===== config.mk =====
export PLATFORM = sky130hd
export DESIGN_NAME = vga_scanout_sequencer
export DESIGN_NICKNAME = d
export VERILOG_FILES = /design/src/rtl/vga_pkg.sv /design/src/rtl/vga_scale_counter.sv /design/src/rtl/vga_scanout_sequencer.sv
export SDC_FILE = /design/constraint.sdc
export NUM_CORES = 1
export LEC_CHECK = 0
export CORE_MARGIN = 1.5
export CORE_UTILIZATION = 56
export CTS_BUF_LIST = sky130_fd_sc_hd__clkbuf_8
export DETAILED_ROUTE_END_ITERATION = 6
export PLACE_DENSITY = 0.89
export SETUP_SLACK_MARGIN = 0.02
export SLEW_MARGIN = 25
export SYNTH_ARGS = -nofsm -noshare
export SYNTH_HDL_FRONTEND = slang
export SYNTH_SLANG_ARGS = --single-unit

===== constraint.sdc =====
create_clock -name clk -period 2 [get_ports clk]
set_clock_uncertainty 0.05 [all_clocks]
set_input_delay 0.4 -clock clk [delete_from_list [all_inputs] [get_ports clk]]
set_output_delay 0.4 -clock clk [all_outputs]
set_load 0.02 [all_outputs]

===== src/rtl/vga_pkg.sv =====
// Shared definitions for the VGA scan-out block: register map, FSM
// state encoding and the reset value of the replication registers.
package vga_pkg;

  localparam logic [1:0] REG_HSCALE  = 2'd0;
  localparam logic [1:0] REG_VSCALE  = 2'd1;
  localparam logic [1:0] REG_FLIP    = 2'd2;
  localparam logic [1:0] REG_IRQ_CLR = 2'd3;

  localparam int unsigned RST_SCALE = 3;

  typedef enum logic {
    SYNC = 1'b0,
    RUN  = 1'b1
  } state_t;

endpackage


===== src/rtl/vga_scale_counter.sv =====
// Divide-by-(scale+1) sub-counter feeding a wrapping index counter.
// Used once for columns (advance per pixel) and once for rows (per line).
//   clk, rst_n : clock, synchronous active-low reset
//   clear      : zero both sub-counter and index (priority over advance)
//   advance    : step the sub-counter; index steps when sub reaches scale
//   scale      : replication factor minus one
//   index      : current index, wraps at 2**IDX_W
module vga_scale_counter #(
  parameter int unsigned SCALE_W = 6,
  parameter int unsigned IDX_W   = 4
) (
  input  logic               clk,
  input  logic               rst_n,
  input  logic               clear,
  input  logic               advance,
  input  logic [SCALE_W-1:0] scale,
  output logic [IDX_W-1:0]   index
);

  logic [SCALE_W-1:0] sub;

  // Index wraps naturally because the depth is a power of two.
  always_ff @(posedge clk) begin
    if (!rst_n) begin
      sub   <= '0;
      index <= '0;
    end else if (clear) begin
      sub   <= '0;
      index <= '0;
    end else if (advance) begin
      if (sub == scale) begin
        sub   <= '0;
        index <= index + IDX_W'(1);
      end else begin
        sub <= sub + SCALE_W'(1);
      end
    end
  end

endmodule


===== src/rtl/vga_scanout_sequencer.sv =====
// Turns beam events into a 1-bpp VRAM bit index with pixel replication,
// and owns double-buffer bank selection (flips commit at frame start).
//   clk, rst_n                    : clock, synchronous active-low reset
//   frame_start/line_start        : beam pulses from vga_timing
//   pixel_valid                   : beam in visible area
//   cfg_we/cfg_addr/cfg_wdata     : CPU register writes
//   vram_index                    : {display_bank,row,col}, combinational
//   pixel_en                      : index valid to display, combinational
//   display_bank/write_bank       : scanned bank / CPU-filled bank
//   flip_pending, frame_count, irq: flip status and interrupt
module vga_scanout_sequencer
  import vga_pkg::*;
#(
  parameter int unsigned COLS    = 16,
  parameter int unsigned ROWS    = 16,
  parameter int unsigned SCALE_W = 6
) (
  input  logic                                   clk,
  input  logic                                   rst_n,
  input  logic                                   frame_start,
  input  logic                                   line_start,
  input  logic                                   pixel_valid,
  input  logic                                   cfg_we,
  input  logic [1:0]                             cfg_addr,
  input  logic [SCALE_W-1:0]                     cfg_wdata,
  output logic [$clog2(ROWS)+$clog2(COLS):0]     vram_index,
  output logic                                   pixel_en,
  output logic                                   display_bank,
  output logic                                   write_bank,
  output logic                                   flip_pending,
  output logic [7:0]                             frame_count,
  output logic                                   irq
);

  localparam int unsigned COL_W = $clog2(COLS);
  localparam int unsigned ROW_W = $clog2(ROWS);

  state_t state_q, state_d;

  logic [SCALE_W-1:0] hscale_sh, vscale_sh, hscale_act, vscale_act;
  logic [COL_W-1:0]   col;
  logic [ROW_W-1:0]   row;
  logic               h_clr, h_adv, v_clr, v_adv;

  logic wr_hscale, wr_vscale, wr_flip, wr_irq_clr, commit;

  assign wr_hscale  = cfg_we && (cfg_addr == REG_HSCALE);
  assign wr_vscale  = cfg_we && (cfg_addr == REG_VSCALE);
  assign wr_flip    = cfg_we && (cfg_addr == REG_FLIP);
  assign wr_irq_clr = cfg_we && (cfg_addr == REG_IRQ_CLR);
  assign commit     = frame_start && flip_pending;

  // State register
  always_ff @(posedge clk) begin
    if (!rst_n) state_q <= SYNC;
    else        state_q <= state_d;
  end

  // Next state and counter control; frame_start outranks line_start.
  always_comb begin
    state_d  = state_q;
    pixel_en = 1'b0;
    h_clr    = frame_start;
    v_clr    = frame_start;
    h_adv    = 1'b0;
    v_adv    = 1'b0;
    case (state_q)
      SYNC: begin
        if (frame_start) state_d = RUN;
      end
      RUN: begin
        pixel_en = pixel_valid;
        h_clr    = frame_start || line_start;
        h_adv    = pixel_valid && !line_start && !frame_start;
        v_adv    = line_start && !frame_start;
      end
      default: state_d = SYNC;
    endcase
  end

  // Shadow/active scale registers; active only reloads at frame start.
  always_ff @(posedge clk) begin
    if (!rst_n) begin
      hscale_sh  <= SCALE_W'(RST_SCALE);
      vscale_sh  <= SCALE_W'(RST_SCALE);
      hscale_act <= SCALE_W'(RST_SCALE);
      vscale_act <= SCALE_W'(RST_SCALE);
    end else begin
      if (wr_hscale) hscale_sh <= cfg_wdata;
      if (wr_vscale) vscale_sh <= cfg_wdata;
      if (frame_start) begin
        hscale_act <= hscale_sh;
        vscale_act <= vscale_sh;
      end
    end
  end

  // Bank flip bookkeeping: a new request on a commit cycle stays pending,
  // and an irq set beats a same-cycle clear.
  always_ff @(posedge clk) begin
    if (!rst_n) begin
      display_bank <= 1'b0;
      flip_pending <= 1'b0;
      irq          <= 1'b0;
      frame_count  <= 8'd0;
    end else begin
      flip_pending <= wr_flip || (flip_pending && !frame_start);
      irq          <= commit || (irq && !wr_irq_clr);
      if (commit) begin
        display_bank <= ~display_bank;
        frame_count  <= frame_count + 8'd1;
      end
    end
  end

  assign write_bank = ~display_bank;
  assign vram_index = {display_bank, row, col};

  vga_scale_counter #(.SCALE_W(SCALE_W), .IDX_W(COL_W)) u_hcnt (
    .clk     (clk),
    .rst_n   (rst_n),
    .clear   (h_clr),
    .advance (h_adv),
    .scale   (hscale_act),
    .index   (col)
  );

  vga_scale_counter #(.SCALE_W(SCALE_W), .IDX_W(ROW_W)) u_vcnt (
    .clk     (clk),
    .rst_n   (rst_n),
    .clear   (v_clr),
    .advance (v_adv),
    .scale   (vscale_act),
    .index   (row)
  );

endmodule


# --- Word-level counts from Yosys, hierarchy flattened ---
# Index checks and enable logic that the tools add are counted.
totals:
  ff_bits: 56
  input_bits: 14
  output_inout_bits: 22
  wordCells: 54
op_classes:
  add_sub_neg: 5
  eq_ne: 5
  mux: 8
  bitwise_logic: 2
  n_reduce_logical: 21
ops:
  columns: ["cell", "count"]
  rows:
  - ["6-bit by 1-bit adder with 6-bit output (second input constant)", 2]
  - ["6-bit equality test", 2]
  - ["6-bit 2-to-1 mux", 2]
  - ["1-bit logical AND", 10]
  - ["4-bit by 1-bit adder with 4-bit output (second input constant)", 2]
  - ["8-bit by 1-bit adder with 8-bit output (second input constant)", 1]
  - ["1-bit 2-to-1 mux", 6]
  - ["2-bit equality test (second input constant)", 2]
  - ["2-bit AND reduction", 2]
  - ["2-bit OR reduction", 2]
  - ["1-bit logical NOT", 3]
  - ["1-bit logical OR", 3]
  - ["2-bit by 1-bit equality test with 1-bit output (second input constant)", 1]
  - ["2-bit logical NOT", 1]
  - ["1-bit NOT", 2]

# --- Depth between registers and ports, before layout ---
# Gate-level depths: netlist of run 1.
logic_depth:
  word_depth: 5
  ltp_mapped: 5
  ltp_nobuf: 5

# --- By module ---
# From an unflattened synthesis of run 1, not the netlist that was laid out.
hier_totals:
  hier_cells: 247
  area_unflattened_um2: 2403.6
modules_own_cells:
  columns: ["mod", "n_inst", "cells_each", "area_per_inst_um2", "seq_area_each_um2"]
  rows:
  - ["vga_scanout_sequencer", 1, 141, 1385.1, 720.7]
  - ["vga_scale_counter", 2, 53, 509.2, 200.2]

# --- Worst setup path before layout of run 1 ---
# No wires, ideal clock.
synth_timing:
  kind: "input-to-reg"
  startpoint: "input port line_start"
  endpoint: "register u_hcnt.index[2]"
  setup_ns: 0.070
  arrival_ns: 1.465
  required_time_ns: 1.880
  slack_ns: 0.415
  path_stages: 5
  path_buffers: 1
  path_cell_list: "and4bb_1 buf_6 nand3_4 or4_1 a21oi_1"
synth_between:
  elab_chain_cells: 5
  word_cells_on_any_way: 8
  cone_classes: "mux: 2; reduce/logical: 6"
synth_lines:
  columns: ["item", "line_no", "source"]
  rows:
  - ["start, declared", "vga_scanout_sequencer.sv:21", "input logic line_start,"]
  - ["1-bit logical NOT", "vga_scanout_sequencer.sv:74", "h_adv = pixel_valid && !line_start && !frame_start;"]
  - ["1-bit logical AND (2 in series)", "vga_scanout_sequencer.sv:74", null]
  - ["1-bit 2-to-1 mux", "vga_scanout_sequencer.sv:67", "case (state_q)"]
  - ["2-bit AND reduction (no source line)", null, null]
  - ["end signal, assigned", "vga_scale_counter.sv:33", "index <= index + IDX_W'(1);"]
  - ["end, declared", "vga_scale_counter.sv:17", "output logic [IDX_W-1:0] index"]
# Several ways; a longest one is shown, not always the timed one.
# A chain may end at the register's enable or synchronous reset.

# --- Worst setup path after layout of run 1 ---
layout_timing:
  startpoint: "register frame_count[0]"
  endpoint: "output port frame_count[0]"
layout_lines:
  columns: ["item", "line_no", "source"]
  rows:
  - ["start, declared", "vga_scanout_sequencer.sv:31", "output logic [7:0] frame_count,"]
  - ["start signal, assigned", "vga_scanout_sequencer.sv:111", "frame_count <= frame_count + 8'd1;"]
# No word-level cell between the ends.

==> impl_metrics.tcl, run 1 <==
set metrics [dict create \
    post-route-drc-count 0 \
    clkLatencyLatePin_ns 0.32 \
    p_clk_share_pct 36.5 \
    syn_avg_cell_area_um2 9.81 \
    required_ns 1.55 \
    grt_pass1_vias 1811 \
    crit_chain "clkdlybuf4s50_1" \
    drive_gt1_share_pct 8.00 \
    antenna_found_initial 0 \
    fin_area_um2 3050 \
    place_area_um2 2930 \
    critPathMaxFanout 4 \
    finalNonFillerCells 350 \
    die_w_um 69.4 \
    clock_path_buffers 2 \
    ant_nets 0 \
    report.final.slew_viol_count 0 \
    setup_slack_ns 0.176 \
    status "finished, final reports clean" \
    cp_num_buf_inv 1 \
    grt_max_degree 37 \
    synthesis.nets 271 \
    pwr-share-seq_pct 56.0 \
    post-place-ws_ns -0.0977 \
    ir_worst_vdd_mv 0.630 \
    grt_setup_unrepaired "false" \
    path_class "reg -> out" \
    max-slew-margin-rel_pct 70.7 \
    hold_slack_ns 0.438 \
    h-tree-depth 2 \
    period_share_pct 91.2 \
    crit_family "buffers and inverters" \
    place.gp.congestion 0.790 \
    syn_area_um2 2470 \
    nNetsFinal 318 \
    synth-edff-count 0 \
    wirelength_um 4720 \
    cp-start-kind "register" \
    yosys.area.top_type "dfxtp_1" \
    ys_ff_latch 56 \
    grt_first_pass_wirelength_um 8280 \
    synth-seq-area-share_pct 45.4 \
    p_switching_uw 459 \
    synth.top_cell.area_share_pct 45.4 \
    setup_viol 0 \
    diodes 0 \
    io_buffer_count 35 \
    synth_most_common_cell "dfxtp_1" \
    ys_warn_count 0 \
    crit_path_max_incr_delay_ns 0.64 \
    numCtsBuffers 5 \
    crit_arrival_ns 1.37 \
    detail_route.first_pass.iterations 4 \
    routed_via_density 5.25 \
    hpwl_um 3580 \
    ios 36 \
    postSynthCellCount 252 \
    synth.area.top_cells "dfxtp_1 45%, mux2i_1 11%, xnor2_1 6.4%" \
    vias 1839 \
    power_density_nw_per_um2 672 \
    period_needed_ns 1.82 \
    ys.flop_type "dfxtp_1" \
    cts-root-buf "clkbuf_8" \
    post_cts_buffers 0 \
    grt_usage_pct 21.2 \
    die_area_um2 4820 \
    initial_utilization_pct 60.0 \
    fmax_mhz 548 \
    swShare_pct 22.4 \
    grt_remaining_overflow 0 \
    p_leak_uw 0.00116 \
    cts_sinks 56 \
    row_count 23 \
    tightest_slew_ns 0.438 \
    async_flop_share_pct 0 \
    drt_iter0_markers 57 \
    wl_per_cell_um 13.5 \
    slowest_stage "clkdlybuf4s50_1" \
    die_h_um 69.4 \
    power.internal_uw 1590 \
    synthTopCellsByCount "56 x dfxtp_1, 26 x mux2i_1, 20 x nand2_1" \
    maxCapViolCount 0 \
    r2r_slack_ns 0.36 \
    cts_tree "done" \
    hold_viol_final 0 \
    worstHoldPathType "reg -> reg" \
    cts_hold_buffers 0 \
    synth_cell_types 38 \
    coreArea_um2 4120 \
    pwr-share-comb_pct 7.6 \
    clk_pin_slew_ns 0.10 \
    crit_path_end_kind "output pin" \
    syn2layout_area_growth_pct 23.3 \
    place_inst 342 \
]
[logic make-up after synthesis]
group           share of synthesized area (%)
fa+ha+maj                                2.53
compound gates                           6.38
simple gates                             21.7
xor+xnor                                 9.92
flops                                    45.4
buf+inv                                  3.59
mux                                      10.5
[metal layers]
metal | share of wire [%] | GRT usage (%) | up-vias
met4 | 1.1 | 5.88 | 0
met2 | 50 | 37.7 | 31
met5 | 0 | 0 | -
li1 | - | - | 952
met3 | 3.4 | 5.09 | 6
met1 | 46 | 25.5 | 850
[area by class of cell]
class / count / area (um2)
Timing Repair Buffer: 49 / 457
Multi-Input combinational cell: 178 / 1260
Tap cell: 50 / 62.6
Clock buffer: 5 / 68.8
Sequential cell: 56 / 1120
Clock inverter: 3 / 42.5
Fill cell: 295 / 1070
Inverter: 9 / 33.8
[layout by cell type, fill, tap and decap left out, types with 2 or more instances in the layout]
master	n
o21ai_0	5
dfxtp_1	56
and2_1	8
ha_1	5
clkdlybuf4s50_1	33
xnor2_1	18
inv_1	10
nand3_1	8
or3_1	5
o31ai_1	3
nand2_1	20
clkbuf_8	5
nor2b_1	17
mux2i_1	26
nor2_1	15
a21oi_1	6
o21a_1	2
nand4_1	6
or4_1	3
xor2_1	10
nor4_1	2
a21boi_0	4
buf_4	14
and3_1	2
[stage by stage]
step	power (uW)	utilization [%]	TNS (ns)
2_1_floorplan	1260	-	0
3_3_place_gp	1320	71.3	-0.246
3_5_place_dp	1330	71.3	-0.526
4_1_cts	2060	74.0	0
5_1_grt	2140	74.0	0
6_report	2050	74.0	0
[worst paths after layout]
kind / start / end / depth (start not counted)
worst max-delay path: frame_count[0] / frame_count[0] / 1
worst min-delay path: hscale_sh[1] / hscale_sh[1] / 2
worst max register to register: u_vcnt.sub[2] / u_vcnt.index[3] / 4
worst min register to register: hscale_sh[1] / hscale_sh[1] / 2
[flip-flops by register name (all words and copies together) (netlist names), 6 cells and up]
signal and count:
u_hcnt.sub 6, u_vcnt.sub 6, vscale_act 6, hscale_sh 6, frame_count 8, vscale_sh 6, hscale_act 6
[worst min-delay path, cell delays in order, from the launching register on]
cell and delay, ns:
dfxtp_1 0.34, mux2i_1 0.07, nand2_1 0.06
[power groups by stage]
stage / logic, uW / clock network, uW / registers [uW]
after global routing: 169 / 823 / 1150
after floorplan: 85.9 / 0 / 1170
after detailed placement: 156 / 0 / 1170
final: 155 / 747 / 1150
after CTS: 156 / 756 / 1150
after global placement: 153 / 0 / 1170
[what timing repair did]
action                                  CTS  global route
hold endpoints to repair                  0             0
gates resized for setup                   1             1
endpoints found under the setup margin    1             1
No activity file was read; power rests on OpenSTA's default activity.
==> inputs of run 2 (changes only) <==
CORE_MARGIN = unset   (was 1.5)
CORE_UTILIZATION = 55   (was 56)
PLACE_DENSITY = 0.88   (was 0.89)
SYNTH_HIERARCHICAL = 1   (was unset)
==> run 2 against run 1 <==
Effect of this change: via count rose by 2.0%; sequential power barely moved; critical path depth did not move; wire length fell by 1.5%; clock-buffer cell count did not move; synthesized cell count fell by 2.0%; fmax fell by 2.0%; final cell count fell by 1.4%; combinational power fell by 3%; area after synthesis fell by 2.7%; setup slack got worse by 0.036 ns; sequential share of layout area rose by 1.0 points.
==> impl_metrics.tcl, run 2 <==
set metrics [dict create \
    path_class "reg -> out" \
    cts_tree "done" \
    required_ns 1.55 \
    mostFrequentLayoutCells "56 x dfxtp_1, 34 x clkdlybuf4s50_1, 33 x nor2_1" \
    slowest_stage "clkdlybuf4s50_1" \
    swShare_pct 23.1 \
    die_w_um 68.1 \
    power_density_nw_per_um2 631 \
    clk_pin_slew_ns 0.09 \
    row_count 23 \
    grt_setup_unrepaired "false" \
    maxCapViolCount 0 \
    setup_viol 0 \
    register_area_um2 1120 \
    setup_slack_ns 0.140 \
    max-slew-margin-rel_pct 69.1 \
    synthesis.nets 266 \
    io_buffer_count 35 \
    post-place-ws_ns -0.156 \
    finalSetupTns_ns 0 \
    grt_pass1_vias 1739 \
    grt_remaining_overflow 0 \
    post-route-drc-count 0 \
    period_share_pct 93.0 \
    initial_utilization_pct 58.8 \
    clkLatencyLatePin_ns 0.31 \
    routed_via_density 5.44 \
    cp-start-kind "register" \
    detail_route.first_pass.iterations 4 \
    critPathMaxFanout 6 \
    p_clk_share_pct 30.8 \
    synthTopCellsByCount "56 x dfxtp_1, 34 x nor2_1, 26 x mux2i_1" \
    diodes 0 \
    fillers 303 \
    finalNonFillerCells 345 \
    fmax_mhz 538 \
    status "finished, final reports clean" \
    async_flop_share_pct 0 \
    ant_nets 0 \
    vias 1876 \
    grt_max_degree 29 \
    place.gp.congestion 0.771 \
    ios 36 \
    p_total_uw 1870 \
    worstHoldPathType "reg -> reg" \
    cts_sinks 56 \
    hold_viol_final 0 \
    reg2reg_from "state_q" \
    ys_ff_latch 56 \
    post_cts_buffers 0 \
    postSynthCellCount 247 \
    clock_path_buffers 2 \
    crit_path_max_incr_delay_ns 0.66 \
    numCtsBuffers 5 \
    synth.area.top_cells "dfxtp_1 47%, mux2i_1 11%, xnor2_1 5.5%" \
    cp_num_buf_inv 1 \
    report.final.slew_viol_count 0 \
    syn2layout_area_growth_pct 23.4 \
    yosys.area.top_type "dfxtp_1" \
    crit_chain "clkdlybuf4s50_1" \
    largest_reg_flops 8 \
    nNetsFinal 314 \
    crit_arrival_ns 1.41 \
    synth-seq-area-share_pct 46.6 \
    crit_family "buffers and inverters" \
    synth_most_common_cell "dfxtp_1" \
    die_h_um 68.1 \
    grt_first_pass_wirelength_um 7670 \
    tightest_slew_ns 0.463 \
    ys.flop_type "dfxtp_1" \
    place_inst 338 \
    registers.top_by_ff_count "frame_count" \
    p_leak_uw 0.00112 \
    ir_worst_vdd_mv 0.558 \
    power.internal_uw 1440 \
    pwr-share-comb_pct 8.1 \
    pwr-share-seq_pct 61.1 \
    synth_cell_types 37 \
    cts-root-buf "clkbuf_8" \
    multi_input_area_um2 1250 \
    synth.top_cell.area_share_pct 46.6 \
    syn_avg_cell_area_um2 9.73 \
    drive_gt1_share_pct 9.83 \
    crit_path_end_kind "output pin" \
    coreArea_um2 4090 \
    die_area_um2 4640 \
    cts_hold_buffers 0 \
    h-tree-depth 2 \
    syn_area_um2 2400 \
    final_common_cell "dfxtp_1" \
    hpwl_um 3440 \
    drt_iter0_markers 111 \
    p_switching_uw 432 \
    min_from "irq" \
    wirelength_um 4650 \
    grt_usage_pct 22.3 \
    wl_per_cell_um 13.5 \
    period_needed_ns 1.86 \
    worstSetupStartpoint "frame_count[0]" \
    antenna_found_initial 0 \
    hold_slack_ns 0.416 \
    synth-edff-count 0 \
    ys_warn_count 6 \
]
run 2: cell count changes after synthesis, moves of 3 or more:
| cell | before | now |
|---|---|---|
| o31ai_1 | 3 | 6 |
| xnor2_1 | 18 | 15 |
| nand3_2 | 0 | 3 |
| inv_1 | 9 | 4 |
| clkbuf_1 | 4 | 1 |
| nor2b_1 | 17 | 0 |
| and2_1 | 8 | 1 |
| nor2_1 | 15 | 34 |
run 2: power groups by stage:
stage	Combinational (uW)	Clock, uW	Sequential, uW
finish	151	577	1140
global route	163	635	1150
CTS	151	593	1140
detailed placement	151	0	1170
global placement	148	0	1170
floorplan	82.8	0	1170
run 2: path summary, 6_finish.rpt:
kind / to / slack (ns) / cells past startpoint
worst max-delay path: frame_count[0] / 0.14 / 1
worst min-delay path: irq / 0.42 / 2
worst max register to register: u_hcnt/index[3] / 0.31 / 5
worst min register to register: irq / 0.42 / 2
run 2: cell families after synthesis:
group | count (synthesis) | synth area share, %
simple gates | 93 | 20.4
flops | 56 | 46.6
compound gates | 31 | 8.33
mux | 26 | 10.8
xor+xnor | 25 | 9.11
buf+inv | 11 | 2.08
fa+ha+maj | 5 | 2.60
run 2: cell type report:
type / count / area share (%)
multi-input cells: 180 / 42.0
repair buffers: 47 / 14.8
inverters: 5 / 0.633
clock inverters: 2 / 0.295
flip-flops and latches: 56 / 37.8
well taps: 50 / 2.11
clock buffers: 5 / 2.32
run 2: metrics by stage:
step	instance area, um2	utilization [%]
floorplan	2420	-
global placement	2890	70.7
detailed placement	2890	70.7
CTS	2970	72.6
global route	2970	72.6
finish	2970	72.6
run 2: worst reg2reg max path: cells and delay by family (launching register included):
kind	cells	cell delay, ns
AND/OR/NAND/NOR	4	1.05
flip-flops	1	0.38
AO/OA/AOI/OAI	1	0.16
run 2: metal layers:
metal  track usage, %  vias up  routed length [um]
met4             7.03        0                  75
met1             27.1      879                2230
met5                0        -                   0
met2             38.0       29                2200
li1                 -      961                   -
met3             6.17        7                 146
run 2: what timing repair did:
| action | CTS | global route |
|---|---|---|
| resized for setup | 1 | 1 |
| endpoints found under the hold margin | 0 | 0 |
| setup endpoints to repair | 1 | 1 |
==> inputs of run 3 (changes only) <==
CTS_CLUSTER_SIZE = 28   (was unset)
MAX_ROUTING_LAYER = met4   (was unset)
==> run 3 against run 2 <==
Effect of this change: fmax down 0.19%; global-route usage is 0.64 points higher; via count decreased by 0.11%; first-iteration DRC count increased by 0.90%; setup slack lost 0.0035 ns; sequential share of layout area unchanged; sequential power about the same; die area did not move; critical path depth unchanged; combinational power barely moved; critical endpoint unchanged; largest cell class unchanged; highest routed layer unchanged.
==> impl_metrics.tcl, run 3 (synthesis gave the netlist of run 2 again) <==
set metrics [dict create \
    hold_depth 2 \
    mostFrequentLayoutCells "56 x dfxtp_1, 34 x clkdlybuf4s50_1, 33 x nor2_1" \
    period_share_pct 93.2 \
    period_needed_ns 1.86 \
    min_from "irq" \
    ios 36 \
    nNetsFinal 314 \
    place.gp.congestion 0.782 \
    hold_viol_final 0 \
    p_leak_uw 0.00112 \
    r2r_end "u_hcnt/index[3]" \
    grt_max_degree 29 \
    clk_pin_slew_ns 0.09 \
    status "finished, final reports clean" \
    max-slew-margin-rel_pct 69.5 \
    routed_via_density 5.43 \
    numCtsBuffers 5 \
    maxCapViolCount 0 \
    die_area_um2 4640 \
    grt_remaining_overflow 0 \
    crit_family "buffers and inverters" \
    swShare_pct 23.2 \
    power.internal_uw 1440 \
    fmax_mhz 537 \
    diodes 0 \
    row_count 23 \
    post-place-ws_ns -0.156 \
    power_density_nw_per_um2 632 \
    slowest_stage "clkdlybuf4s50_1" \
    io_buffer_count 35 \
    ir_worst_vdd_mv 0.563 \
    crit_path_end_kind "output pin" \
    fillers 303 \
    h-tree-depth 2 \
    grt_usage_pct 23.0 \
    grt_first_pass_wirelength_um 7670 \
    pwr-share-comb_pct 8.0 \
    wl_per_cell_um 13.4 \
    utilization_pct 72.6 \
    p_switching_uw 435 \
    p_clk_share_pct 30.9 \
    worstHoldPathType "reg -> reg" \
    registers.top_by_ff_count "frame_count" \
    pwr-share-seq_pct 61.0 \
    wirelength_um 4610 \
    detail_route.first_pass.iterations 4 \
    post-route-drc-count 0 \
    drive_gt1_share_pct 9.83 \
    cp-start-kind "register" \
    cts_tree "done" \
    path_class "reg -> out" \
    crit_arrival_ns 1.41 \
    hpwl_um 3440 \
    setup_viol 0 \
    die_h_um 68.1 \
    clkLatencyLatePin_ns 0.31 \
    r2r_slack_ns 0.31 \
    hold_slack_ns 0.417 \
    fin_area_um2 2970 \
    final_common_cell "dfxtp_1" \
    vias 1874 \
    drt_iter0_markers 112 \
    coreArea_um2 4090 \
    required_ns 1.55 \
    grt_pass1_vias 1734 \
    reg2reg_from "state_q" \
    antenna_found_initial 0 \
    crit_chain "clkdlybuf4s50_1" \
    holdPathEnd "irq" \
    report.final.slew_viol_count 0 \
    tightest_slew_ns 0.456 \
    initial_utilization_pct 58.8 \
    setup_slack_ns 0.136 \
    largest_reg_flops 8 \
    crit_path_max_incr_delay_ns 0.66 \
    r2r_cells 5 \
    cts_sinks 56 \
    syn2layout_area_growth_pct 23.4 \
    cp_num_buf_inv 1 \
    ant_nets 0 \
    place_area_um2 2890 \
    grt_setup_unrepaired "false" \
    clock_path_buffers 2 \
    critPathMaxFanout 6 \
    die_w_um 68.1 \
    cts-root-buf "clkbuf_8" \
]
-- run 3: cell counts in the layout (fill, tap and decap cells not counted) --
No cell type changed its count.
-- run 3: stage by stage --
stage / TNS, ns / cells / power (uW)
after floorplan: 0 / 247 / 1250
after global routing: 0 / 345 / 1950
after detailed placement: -1.42 / 338 / 1320
after global placement: -0.744 / 338 / 1320
final: 0 / 345 / 1870
after CTS: 0 / 345 / 1890
-- run 3: worst max-delay path by stage --
| stage | cells past startpoint | end | slack, ns | from |
|---|---|---|---|---|
| finish | 1 | frame_count[0] | 0.14 | frame_count[0] |
| global route | 6 | u_hcnt/index[3] | 0.03 | pixel_valid |
| CTS | 1 | frame_count[0] | 0.13 | frame_count[0] |
| detailed placement | 6 | u_hcnt/index[3] | -0.16 | pixel_valid |
| global placement | 5 | frame_count[7] | -0.1 | frame_start |
| floorplan | 6 | u_hcnt/index[3] | 0.0002 | frame_start |
-- run 3: power by group through the flow --
stage	clock network, uW	registers [uW]	logic [uW]
after floorplan	0	1170	82.8
after global routing	636	1150	163
after CTS	593	1140	151
final	580	1140	151
after detailed placement	0	1170	151
after global placement	0	1170	148
-- run 3: layer usage --
layer / vias to the layer above / GRT usage [%] / part of all wire [%]
li1: 962 / - / -
met1: 872 / 27.2 / 48
met2: 33 / 37.9 / 47
met3: 7 / 6.17 / 3.5
met4: 0 / 7.03 / 1.6
met5: - / - / 0
-- run 3: area by class of cell --
cell class / count / area (um2) / share of cell area [%]
clock buffers: 5 / 68.8 / 2.32
clock inverters: 2 / 8.76 / 0.295
inverters: 5 / 18.8 / 0.633
multi-input cells: 180 / 1250 / 42.0
flip-flops and latches: 56 / 1120 / 37.8
well taps: 50 / 62.6 / 2.11
repair buffers: 47 / 439 / 14.8
-- run 3: repair_timing --
action | in CTS | in global routing
setup endpoints to repair | 1 | 1
gates resized for setup | 1 | 1
buffers inserted | 0 | 0
hold endpoints to repair | 0 | 0
hold buffers | 0 | 0
